## src/rtl/store_buffer.sv

```systemverilog
// store_buffer: in-order FIFO of retired stores that feeds the TCM write port.
// Optional load-overlap probe is enabled by defining STORE_BUFFER_CONFLICT_CHECK_EN.
`ifndef ADDR_WIDTH
`define ADDR_WIDTH 32
`endif
`ifndef SIZE_WIDTH
`define SIZE_WIDTH 3
`endif
`ifndef REG_DATA_WIDTH
`define REG_DATA_WIDTH 32
`endif

module store_buffer #(
  parameter int unsigned DEPTH = 4
) (
  input  logic                       clk,
  input  logic                       rst_n,
  input  logic                       commit_stbuf_push,
  input  logic [`ADDR_WIDTH-1:0]     commit_stbuf_addr,
  input  logic [`SIZE_WIDTH-1:0]     commit_stbuf_size,
  input  logic [`REG_DATA_WIDTH-1:0] commit_stbuf_data,
  output logic                       stbuf_commit_full,
  output logic [`ADDR_WIDTH-1:0]     stbuf_bus_write_addr,
  output logic [`SIZE_WIDTH-1:0]     stbuf_bus_write_size,
  output logic [`REG_DATA_WIDTH-1:0] stbuf_bus_write_data,
  output logic                       stbuf_bus_wr,
  input  logic                       bus_stbuf_write_ready,
  input  logic                       lsu_stbuf_query_valid,
  input  logic [`ADDR_WIDTH-1:0]     lsu_stbuf_query_addr,
  input  logic [`SIZE_WIDTH-1:0]     lsu_stbuf_query_size,
  output logic                       stbuf_lsu_conflict,
  output logic                       stbuf_empty
);

  localparam int unsigned AW    = `ADDR_WIDTH;
  localparam int unsigned SW    = `SIZE_WIDTH;
  localparam int unsigned DW    = `REG_DATA_WIDTH;
  localparam int unsigned IDX_W = $clog2(DEPTH);
  localparam int unsigned PTR_W = IDX_W + 1;

  typedef struct packed {
    logic [AW-1:0] addr;
    logic [SW-1:0] size;
    logic [DW-1:0] data;
  } entry_t;

  entry_t           r_mem [DEPTH];
  logic [PTR_W-1:0] r_head;
  logic [PTR_W-1:0] r_tail;

  logic [IDX_W-1:0] w_head_idx;
  logic [IDX_W-1:0] w_tail_idx;
  logic             w_empty;
  logic             w_full;
  logic             w_size_ok;
  logic             w_push;
  logic             w_pop;
  entry_t           w_head_entry;

  // Extra wrap bit distinguishes full from empty when indices coincide.
  assign w_head_idx = r_head[IDX_W-1:0];
  assign w_tail_idx = r_tail[IDX_W-1:0];
  assign w_empty    = (r_head == r_tail);
  assign w_full     = (w_head_idx == w_tail_idx) && (r_head[IDX_W] != r_tail[IDX_W]);
  assign w_size_ok  = (commit_stbuf_size == SW'(1)) || (commit_stbuf_size == SW'(2)) ||
                      (commit_stbuf_size == SW'(4));
  assign w_push     = commit_stbuf_push && !w_full && w_size_ok;
  assign w_pop      = !w_empty && bus_stbuf_write_ready;

  always_ff @(posedge clk) begin
    if (!rst_n) begin
      r_head <= '0;
      r_tail <= '0;
    end else begin
      if (w_push) r_tail <= r_tail + PTR_W'(1);
      if (w_pop)  r_head <= r_head + PTR_W'(1);
    end
  end

  // Payload storage needs no reset: validity comes from the pointers alone.
  always_ff @(posedge clk) begin
    if (rst_n && w_push) begin
      r_mem[w_tail_idx] <= {commit_stbuf_addr, commit_stbuf_size, commit_stbuf_data};
    end
  end

  assign w_head_entry         = w_empty ? '0 : r_mem[w_head_idx];
  assign stbuf_bus_write_addr = w_head_entry.addr;
  assign stbuf_bus_write_size = w_head_entry.size;
  assign stbuf_bus_write_data = w_head_entry.data;
  assign stbuf_bus_wr         = !w_empty;
  assign stbuf_commit_full    = w_full;
  assign stbuf_empty          = w_empty;

`ifdef STORE_BUFFER_CONFLICT_CHECK_EN
  logic [PTR_W-1:0] w_count;
  logic [AW:0]      w_q_lo;
  logic [AW:0]      w_q_hi;
  logic [DEPTH-1:0] w_slot_hit;

  // One extra address bit keeps ranges near the top of memory from wrapping to 0.
  assign w_count = r_tail - r_head;
  assign w_q_lo  = {1'b0, lsu_stbuf_query_addr};
  assign w_q_hi  = w_q_lo + (AW+1)'(lsu_stbuf_query_size);

  for (genvar g = 0; g < DEPTH; g++) begin : g_slot
    logic [IDX_W-1:0] w_off;
    logic [AW:0]      w_lo;
    logic [AW:0]      w_hi;
    assign w_off         = IDX_W'(g) - w_head_idx;
    assign w_lo          = {1'b0, r_mem[g].addr};
    assign w_hi          = w_lo + (AW+1)'(r_mem[g].size);
    assign w_slot_hit[g] = ({1'b0, w_off} < w_count) && (w_lo < w_q_hi) && (w_q_lo < w_hi);
  end

  assign stbuf_lsu_conflict = lsu_stbuf_query_valid && (lsu_stbuf_query_size != '0) &&
                              (|w_slot_hit);
`else
  logic w_unused_query;
  assign w_unused_query     = ^{lsu_stbuf_query_valid, lsu_stbuf_query_addr, lsu_stbuf_query_size};
  assign stbuf_lsu_conflict = 1'b0;
`endif

endmodule

```

## config.mk

```make
export PLATFORM = sky130hd
export DESIGN_NAME = store_buffer
export DESIGN_NICKNAME = d
export VERILOG_FILES = /design/src/rtl/store_buffer.sv
export SDC_FILE = /design/constraint.sdc
export NUM_CORES = 1
export LEC_CHECK = 0
export BUFFER_PORTS_ARGS = -buffer_cell sky130_fd_sc_hd__buf_2
export CORE_MARGIN = 2
export CORE_UTILIZATION = 52
export CTS_CLUSTER_DIAMETER = 30
export CTS_CLUSTER_SIZE = 24
export DETAILED_ROUTE_END_ITERATION = 8
export HOLD_SLACK_MARGIN = 0.15
export PLACE_DENSITY = 0.73
export SYNTH_ARGS = -nofsm -noshare
export SYNTH_HDL_FRONTEND = slang
export SYNTH_SLANG_ARGS = --single-unit
```

## constraint.sdc

```tcl
create_clock -name clk -period 8.3 [get_ports clk]
set_input_delay 1.66 -clock clk [delete_from_list [all_inputs] [get_ports clk]]
set_output_delay 1.66 -clock clk [all_outputs]
set_load 0.1 [all_outputs]
```

==> impl_summary.log, run 1 <==
[metrics] outcome: finished, final reports clean
[metrics] antenna violations before repair: 3
[metrics] total power after layout: about 0.0042 W
[metrics] leading register cell type out of synthesis: edfxtp_1
[metrics] Ys Warns: 0
[metrics] PD cells: 320 nW/µm²
[metrics] Final Routed Wirelength: 20100 µm
[metrics] Leak: between 4 and 5 nW
[metrics] total of max-cap violations: 0
[metrics] final number of max-transition violations: 0
[metrics] final setup vio count: 0
[metrics] final-layout setup total negative slack: 0 ps
[metrics] class of the worst hold path: reg -> reg
[metrics] Post-Synthesis Net Count: between 500 and 600
[metrics] Die Height: between 100 and 150 µm
[metrics] Die Footprint: about 22000 µm²
[metrics] Core Rows: between 50 and 60
[metrics] commonest non-fill, non-tap cells in the layout: 268 x edfxtp_1, 140 x buf_2, 67 x mux4_2, 67 x and2_1, 49 x clkbuf_16
[metrics] Detail Placement HPWL: 10400 µm
[metrics] Crit. End Element: output port
[metrics] fin nets: 760
[metrics] Relative slew margins: 0.256
[metrics] Crit path arrival time: just over 3000 ps
[metrics] Detailed Routing Iterations Pass 1: 4
[metrics] minimum clock period: between 4000 and 5000 ps
[metrics] Fmax: 0.210 GHz
[metrics] die extent in x: between 100 and 150 µm
[metrics] number of standard cells after synthesis: slightly below 500
[metrics] Worst-path clk slew: 50 ps
[metrics] root buffer selected by CTS: clkbuf_16
[metrics] Critical Path Source Type: flip-flop
[metrics] total DRC errors in the routed layout: 0
[metrics] via count of the first global-routing pass: 5631
[metrics] measured slew at the worst slew-check pin: ~1100 ps
[metrics] unique cell type count in the Yosys netlist: 31
[metrics] global-route usage over all layers: 0.188
[metrics] synthesized area divided by synthesized cell count: 22.1 µm²
[metrics] WL per Instance: about 21 µm
[metrics] layout overhead on the synthesized area: 23.7%
[metrics] worst clock skew: roughly 10 ps
[metrics] buffers inserted by post-CTS timing repair: 0
[metrics] clock buffers created by TritonCTS: 46
[metrics] post-route ant nets: 0
[metrics] count of state elements after synthesis: approximately 280
[metrics] # port buffers: 140
[metrics] type of the worst setup path: reg -> out
[metrics] detailed-route via count: around 5200
[metrics] wire length of the first global-routing pass: about 31000 µm
[metrics] mean number of vias per cell: between 5 and 6
[metrics] Clock Latency Late Sink: around 520 ps
[metrics] pin count of the biggest net entering global routing: 68
[metrics] RSZ-0062 raised after global routing: false
[metrics] DR iter-0 viols: ~300
[metrics] final critical-path share of the clock period: 0.574
[metrics] IO Pins: roughly 180
[metrics] maximum fanout along the worst path: 35
[metrics] post-synthesis sequential area ratio: 0.770
[metrics] count of final hold-check violations: 0
[metrics] maximum clock path buffer count: 3
[metrics] RePlAce Congestion: roughly 0.7
[metrics] fraction of registers with async set or reset after synthesis: 0
[metrics] share of cells above drive strength 1: 0.438
[metrics] post_cts resized: 0
[metrics] most frequent standard cell in the layout excluding fill and tap cells: edfxtp_1
[metrics] Post-CTS Hold Fix Bufs: 0
[metrics] floorplan core area: between 20000 and 25000 µm²
[metrics] VDD IR max: 248 µV
[metrics] EDFF count, synth: approximately 270
[metrics] fillers: ~1300
[metrics] CTS tree: yes
[metrics] Starting Density: 0.528
[metrics] grt total ovfl: 0
[metrics] number of H-tree levels: 2
[metrics] Worst EP required: 6640 ps
[metrics] number of clock sinks seen by CTS: between 200 and 300
[metrics] area of the mapped netlist: between 10000 and 15000 µm²
## stage by stage
step / area, µm² / setup slack [ps] / hold slack, ps / utilization / cells
floorplan: 10700 / 4070 / 483 / - / 482
global placement: 11600 / 3950 / 494 / 0.573 / 870
detailed placement: 11600 / 3960 / 512 / 0.573 / 870
CTS: 13200 / 3400 / 531 / 0.653 / 955
global route: 13200 / 3260 / 559 / 0.653 / 956
finish: 13200 / 3540 / 527 / 0.654 / 958
## final timing paths
kind,start,end,slack (ps),cells past startpoint
worst min-delay path,r_head[1],flip-flop,530,2
worst min register to register,r_head[1],flip-flop,530,2
worst max register to register,r_tail[1],flip-flop,5880,5
worst max-delay path,flip-flop,stbuf_bus_write_addr[29],3540,4
## worst max-delay path, stage by stage (launching register included)
cell	delay, ps
dfxtp_4	800
buf_4	690
mux4_2	600
and2_1	190
buf_2	290
## cell usage after synthesis, types with 3 or more instances
cell	n	share of area
edfxtp_1	268	0.76
and2_1	67	0.039
mux4_2	67	0.14
nand2_1	9	0.0032
clkbuf_1	8	0.0028
dfxtp_1	8	0.015
ha_1	5	0.0059
mux2i_1	5	0.0047
and3_1	4	0.0023
buf_12	4	0.0075
buf_2	4	0.0019
buf_4	4	0.0028
inv_1	4	0.0014
xnor2_1	4	0.0033
buf_1	3	0.0011
## per-layer routing
layer	vias to the layer above	wire length [µm]	global-route usage
li1	2315	-	-
met1	2707	8310	0.242
met2	189	10100	0.311
met3	32	1370	0.0575
met4	0	333	0.0591
met5	-	0	0
## logic make-up (layout without fill, tap and decap cells)
kind of cell	after synthesis	count (layout)	synth area share
DFF	276	276	0.770
and+or+nand+nor	89	89	0.0502
muxes	73	73	0.147
buffers and inverters	28	231	0.0185
AOI/OAI and AO/OA	6	6	0.00434
adders and majority gates	5	5	0.00587
xor gates and xnor gates	4	4	0.00329
other	1	4	0.000352
## state kept, by name (all words and copies together) (netlist names), named ones only
signal  flops
r_head      3
r_tail      3
r_mem     268
## power by group
group / internal [W] / switching, W / leakage, nW
combinational: 0.000154 / 0.000567 / 1.36
sequential: 0.00155 / 0.0000252 / 2.48
clock: 0.00127 / 0.000657 / 0.778
total: 0.00297 / 0.00125 / 4.62
## layout make-up
cell class / count / area [µm²] / share of cell area
flip-flops and latches: 276 / 8220 / 0.623
multi-input cells: 178 / 2280 / 0.173
clock buffers: 50 / 1230 / 0.0933
repair buffers: 142 / 716 / 0.0543
clock inverters: 35 / 384 / 0.0291
well taps: 270 / 338 / 0.0256
inverters: 4 / 15.0 / 0.00114
diodes: 3 / 7.51 / 0.000569
(Power assumes the default switching activity.)
==> run 2, diff against run 1 <==
Settings changed: ABC_AREA set to 1, CORE_UTILIZATION 52 to 51, PLACE_DENSITY 0.73 to 0.74.
Clock period 8.3 ns to 4.37 ns, I/O delays scaled along.
==> impl_summary.log, run 2 <==
[metrics] worst clock skew: 16.6 ps (was 10.1 ps)
[metrics] Hold Worst Slack: 527 ps (about the same)
[metrics] pin count of the biggest net entering global routing: 69 (was 68)
[metrics] most repeated library cell on the critical path: nand2_1
[metrics] WL per Instance: 16.8 µm (was 21.0 µm)
[metrics] via count of the first global-routing pass: 6603 (was 5631)
[metrics] Leak: 5.32 nW (was 4.62 nW)
[metrics] Starting Density: 0.524 (was 0.528)
[metrics] Post-Synthesis Net Count: 904 (was 594)
[metrics] IO Pins: 178 (unchanged)
[metrics] non-filler cells in the finished layout: 1267 (was 958)
[metrics] total of max-cap violations: 0 (unchanged)
[metrics] PD cells: 631 nW/µm² (was 320 nW/µm²)
[metrics] most frequent standard cell in the layout excluding fill and tap cells: edfxtp_1 (unchanged)
[metrics] Final Routed Wirelength: 21300 µm (was 20100 µm)
[metrics] # port buffers: 140 (unchanged)
[metrics] measured slew at the worst slew-check pin: 691 ps (was 1120 ps)
[metrics] maximum fanout along the worst path: 40 (was 35)
[metrics] grt total ovfl: 0 (unchanged)
[metrics] number of standard cells after synthesis: 792 (was 482)
[metrics] VDD IR max: 397 µV (was 248 µV)
[metrics] outcome: finished, final reports clean (unchanged)
[metrics] cell type with the largest total area after synthesis: edfxtp_1 (unchanged)
[metrics] Core Rows: 53 (was 52)
[metrics] most used standard cells in the synthesized netlist: 268 x edfxtp_1, 85 x nand2_1, 79 x inv_1 (was 268 x edfxtp_1, 67 x and2_1, 67 x mux4_2)
[metrics] antenna violations before repair: 3 (unchanged)
[metrics] mean number of vias per cell: 5.18 (was 5.47)
[metrics] clock buffers created by TritonCTS: 48 (was 46)
[metrics] synthesized area divided by synthesized cell count: 14.0 µm² (was 22.1 µm²)
[metrics] dominant cell by count in the synthesized netlist: edfxtp_1 (unchanged)
[metrics] final number of max-transition violations: 0 (unchanged)
[metrics] Clock Latency Late Sink: 530 ps (was 520 ps)
[metrics] RePlAce Congestion: 0.734 (was 0.704)
[metrics] total power after layout: 0.00858 W (was 0.00422 W)
[metrics] final standard cell utilization of the core: 0.642 (was 0.654)
[metrics] synth top area cells: edfxtp_1 73%, mux2i_1 6.1%, o22ai_1 3.8% (was edfxtp_1 76%, mux4_2 14%, and2_1 3.9%)
[metrics] root buffer selected by CTS: clkbuf_16 (unchanged)
[metrics] buffers inserted by post-CTS timing repair: 0 (unchanged)
[metrics] Crit. End Element: output port (unchanged)
[metrics] area of the mapped netlist: 11100 µm² (was 10700 µm²)
[metrics] count of state elements after synthesis: 276 (unchanged)
[metrics] type of the worst setup path: reg -> out (unchanged)
[metrics] commonest non-fill, non-tap cells in the layout: 268 x edfxtp_1, 140 x buf_2, 85 x nand2_1 (was 268 x edfxtp_1, 140 x buf_2, 67 x mux4_2, 67 x and2_1, 49 x clkbuf_16)
[metrics] Post-CTS Hold Fix Bufs: 0 (unchanged)
[metrics] detailed-route via count: 6569 (was 5243)
[metrics] Relative slew margins: 0.539 (was 0.256)
[metrics] leading register cell type out of synthesis: edfxtp_1 (unchanged)
[metrics] maximum clock path buffer count: 3 (unchanged)
[metrics] share of cells above drive strength 1: 0.254 (was 0.438)
[metrics] class of the worst hold path: reg -> reg (unchanged)
[metrics] layout overhead on the synthesized area: 22.6% (was 23.7%)
[metrics] fin nets: 1064 (was 760)
[metrics] number of H-tree levels: 2 (unchanged)
[metrics] CTS tree: yes (unchanged)
[metrics] EDFF count, synth: 268 (unchanged)
[metrics] final critical-path share of the clock period: 0.839
[metrics] number of clock sinks seen by CTS: 276 (unchanged)
[metrics] post-synthesis sequential area ratio: 0.741 (was 0.770)
[metrics] Detailed Routing Iterations Pass 1: 4 (unchanged)
[metrics] fillers: 1549 (was 1337)
[metrics] floorplan core area: 21200 µm² (was 20200 µm²)
[metrics] post_cts resized: 0 (unchanged)
[metrics] Critical Path Source Type: flip-flop (unchanged)
[metrics] DR iter-0 viols: 379 (was 297)
[metrics] wire length of the first global-routing pass: 33100 µm (was 31100 µm)
[metrics] count of final hold-check violations: 0 (unchanged)
[metrics] critical-path cell with the highest stage delay: buf_4 (was dfxtp_4)
[metrics] Die Height: 151 µm (was 147 µm)
[metrics] total cell area at the placement stage: 12000 µm² (was 11600 µm²)
[metrics] Detail Placement HPWL: 11600 µm (was 10400 µm)
[metrics] cell count after placement: 1177 (was 870)
[metrics] highest cell delay on the worst timing path: 530 ps (was 800 ps)
[metrics] final setup vio count: 0 (unchanged)
[metrics] post-route ant nets: 0 (unchanged)
[metrics] Crit path arrival time: 2790 ps (was 3100 ps)
[metrics] total DRC errors in the routed layout: 0 (unchanged)
[metrics] cell-by-cell listing of the critical path: inv_1 -> nand2_1 -> nand2_1 -> nand3_4 -> buf_4 -> nand2_1 -> inv_1 -> buf_2 (was buf_4 -> mux4_2 -> and2_1 -> buf_2)
[metrics] Die Footprint: 22900 µm² (was 21700 µm²)
[metrics] RSZ-0062 raised after global routing: false (unchanged)
[metrics] number of flip-flops under the largest register name: 268 (unchanged)
[metrics] register name with the most flops: r_mem (unchanged)
[metrics] global-route usage over all layers: 0.189 (was 0.188)
[metrics] area share of the largest cell type after synthesis: 0.726 (was 0.755)
[metrics] fraction of registers with async set or reset after synthesis: 0 (unchanged)
[metrics] Ys Warns: 0 (unchanged)
[metrics] Fmax: between 0.2 and 0.3 GHz
[metrics] unique cell type count in the Yosys netlist: 24 (was 31)
[metrics] largest registers in the final layout: r_mem (268), r_head (3), r_tail (3) (unchanged)
[metrics] minimum clock period: about 3700 ps
[metrics] Worst-path clk slew: 50 ps (about the same)
[metrics] post-route design area: 13600 µm² (was 13200 µm²)
[metrics] die extent in x: 151 µm (was 147 µm)
[metrics] Worst EP required: 3500 ps (was 6640 ps)
[run 2: cell types whose count changed after synthesis, sizes merged, moves of 62 or more]
cell / before / now
o21ai: 0 / 70
mux4: 67 / 0
o22ai: 0 / 67
and2: 67 / 0
nand2: 9 / 86
inv: 4 / 83
mux2i: 5 / 67
nor2: 2 / 77
[run 2: cell type report]
type / count / area, µm² / share of cell area
Clock inverter: 39 / 409 / 0.0301
Inverter: 83 / 312 / 0.0229
Clock buffer: 50 / 1210 / 0.0890
Timing Repair Buffer: 155 / 838 / 0.0617
Sequential cell: 276 / 8220 / 0.605
Antenna cell: 1 / 2.50 / 0.000184
Tap cell: 275 / 344 / 0.0253
Multi-Input combinational cell: 388 / 2250 / 0.166
[run 2: metal layers]
metal / up-vias / routed length (µm) / track usage
li1: 3186 / - / -
met1: 3143 / 9110 / 0.244
met2: 197 / 10400 / 0.310
met3: 41 / 1390 / 0.0515
met4: 2 / 394 / 0.0654
met5: - / 12 / 0
[run 2: per-stage QoR]
step	setup TNS (ps)	worst slack (ps)
floorplan	-84280	-314
global placement	0	1250
detailed placement	0	1230
CTS	0	654
global route	0	487
finish	0	702
[run 2: worst max-delay path, delay by kind of cell, from the launching register on]
kind / cells / cell delay (ps)
and+or+nand+nor: 4 / 690
DFF: 1 / 400
buffers and inverters: 4 / 1160
[run 2: final timing paths]
check            start                        to  slack (ps)  depth (start not counted)
min          r_tail[1]                 r_tail[1]         530                          2
max reg2reg  r_tail[0]               r_mem[1][3]        2030                          7
max          r_tail[1]  stbuf_bus_write_addr[27]         700                          8
min reg2reg  r_tail[1]                 r_tail[1]         530                          2
[run 2: logic make-up (layout without fill, tap and decap cells)]
logic type / after synthesis / in the layout / synth area share
and+or+nand+nor: 171 / 171 / 0.0602
adders and majority gates: 5 / 5 / 0.00565
DFF: 276 / 276 / 0.741
AOI/OAI and AO/OA: 142 / 142 / 0.0717
muxes: 67 / 67 / 0.0605
xor gates and xnor gates: 2 / 2 / 0.00158
other: 1 / 2 / 0.000338
buffers and inverters: 128 / 327 / 0.0592
[run 2: power by group]
part           switching (W)  internal (W)  leakage, nW  total, W
combinational        0.00162      0.000336         2.05   0.00196
clock                0.00129       0.00234        0.784   0.00363
sequential         0.0000440       0.00295         2.49   0.00299
total                0.00295       0.00562         5.32   0.00858
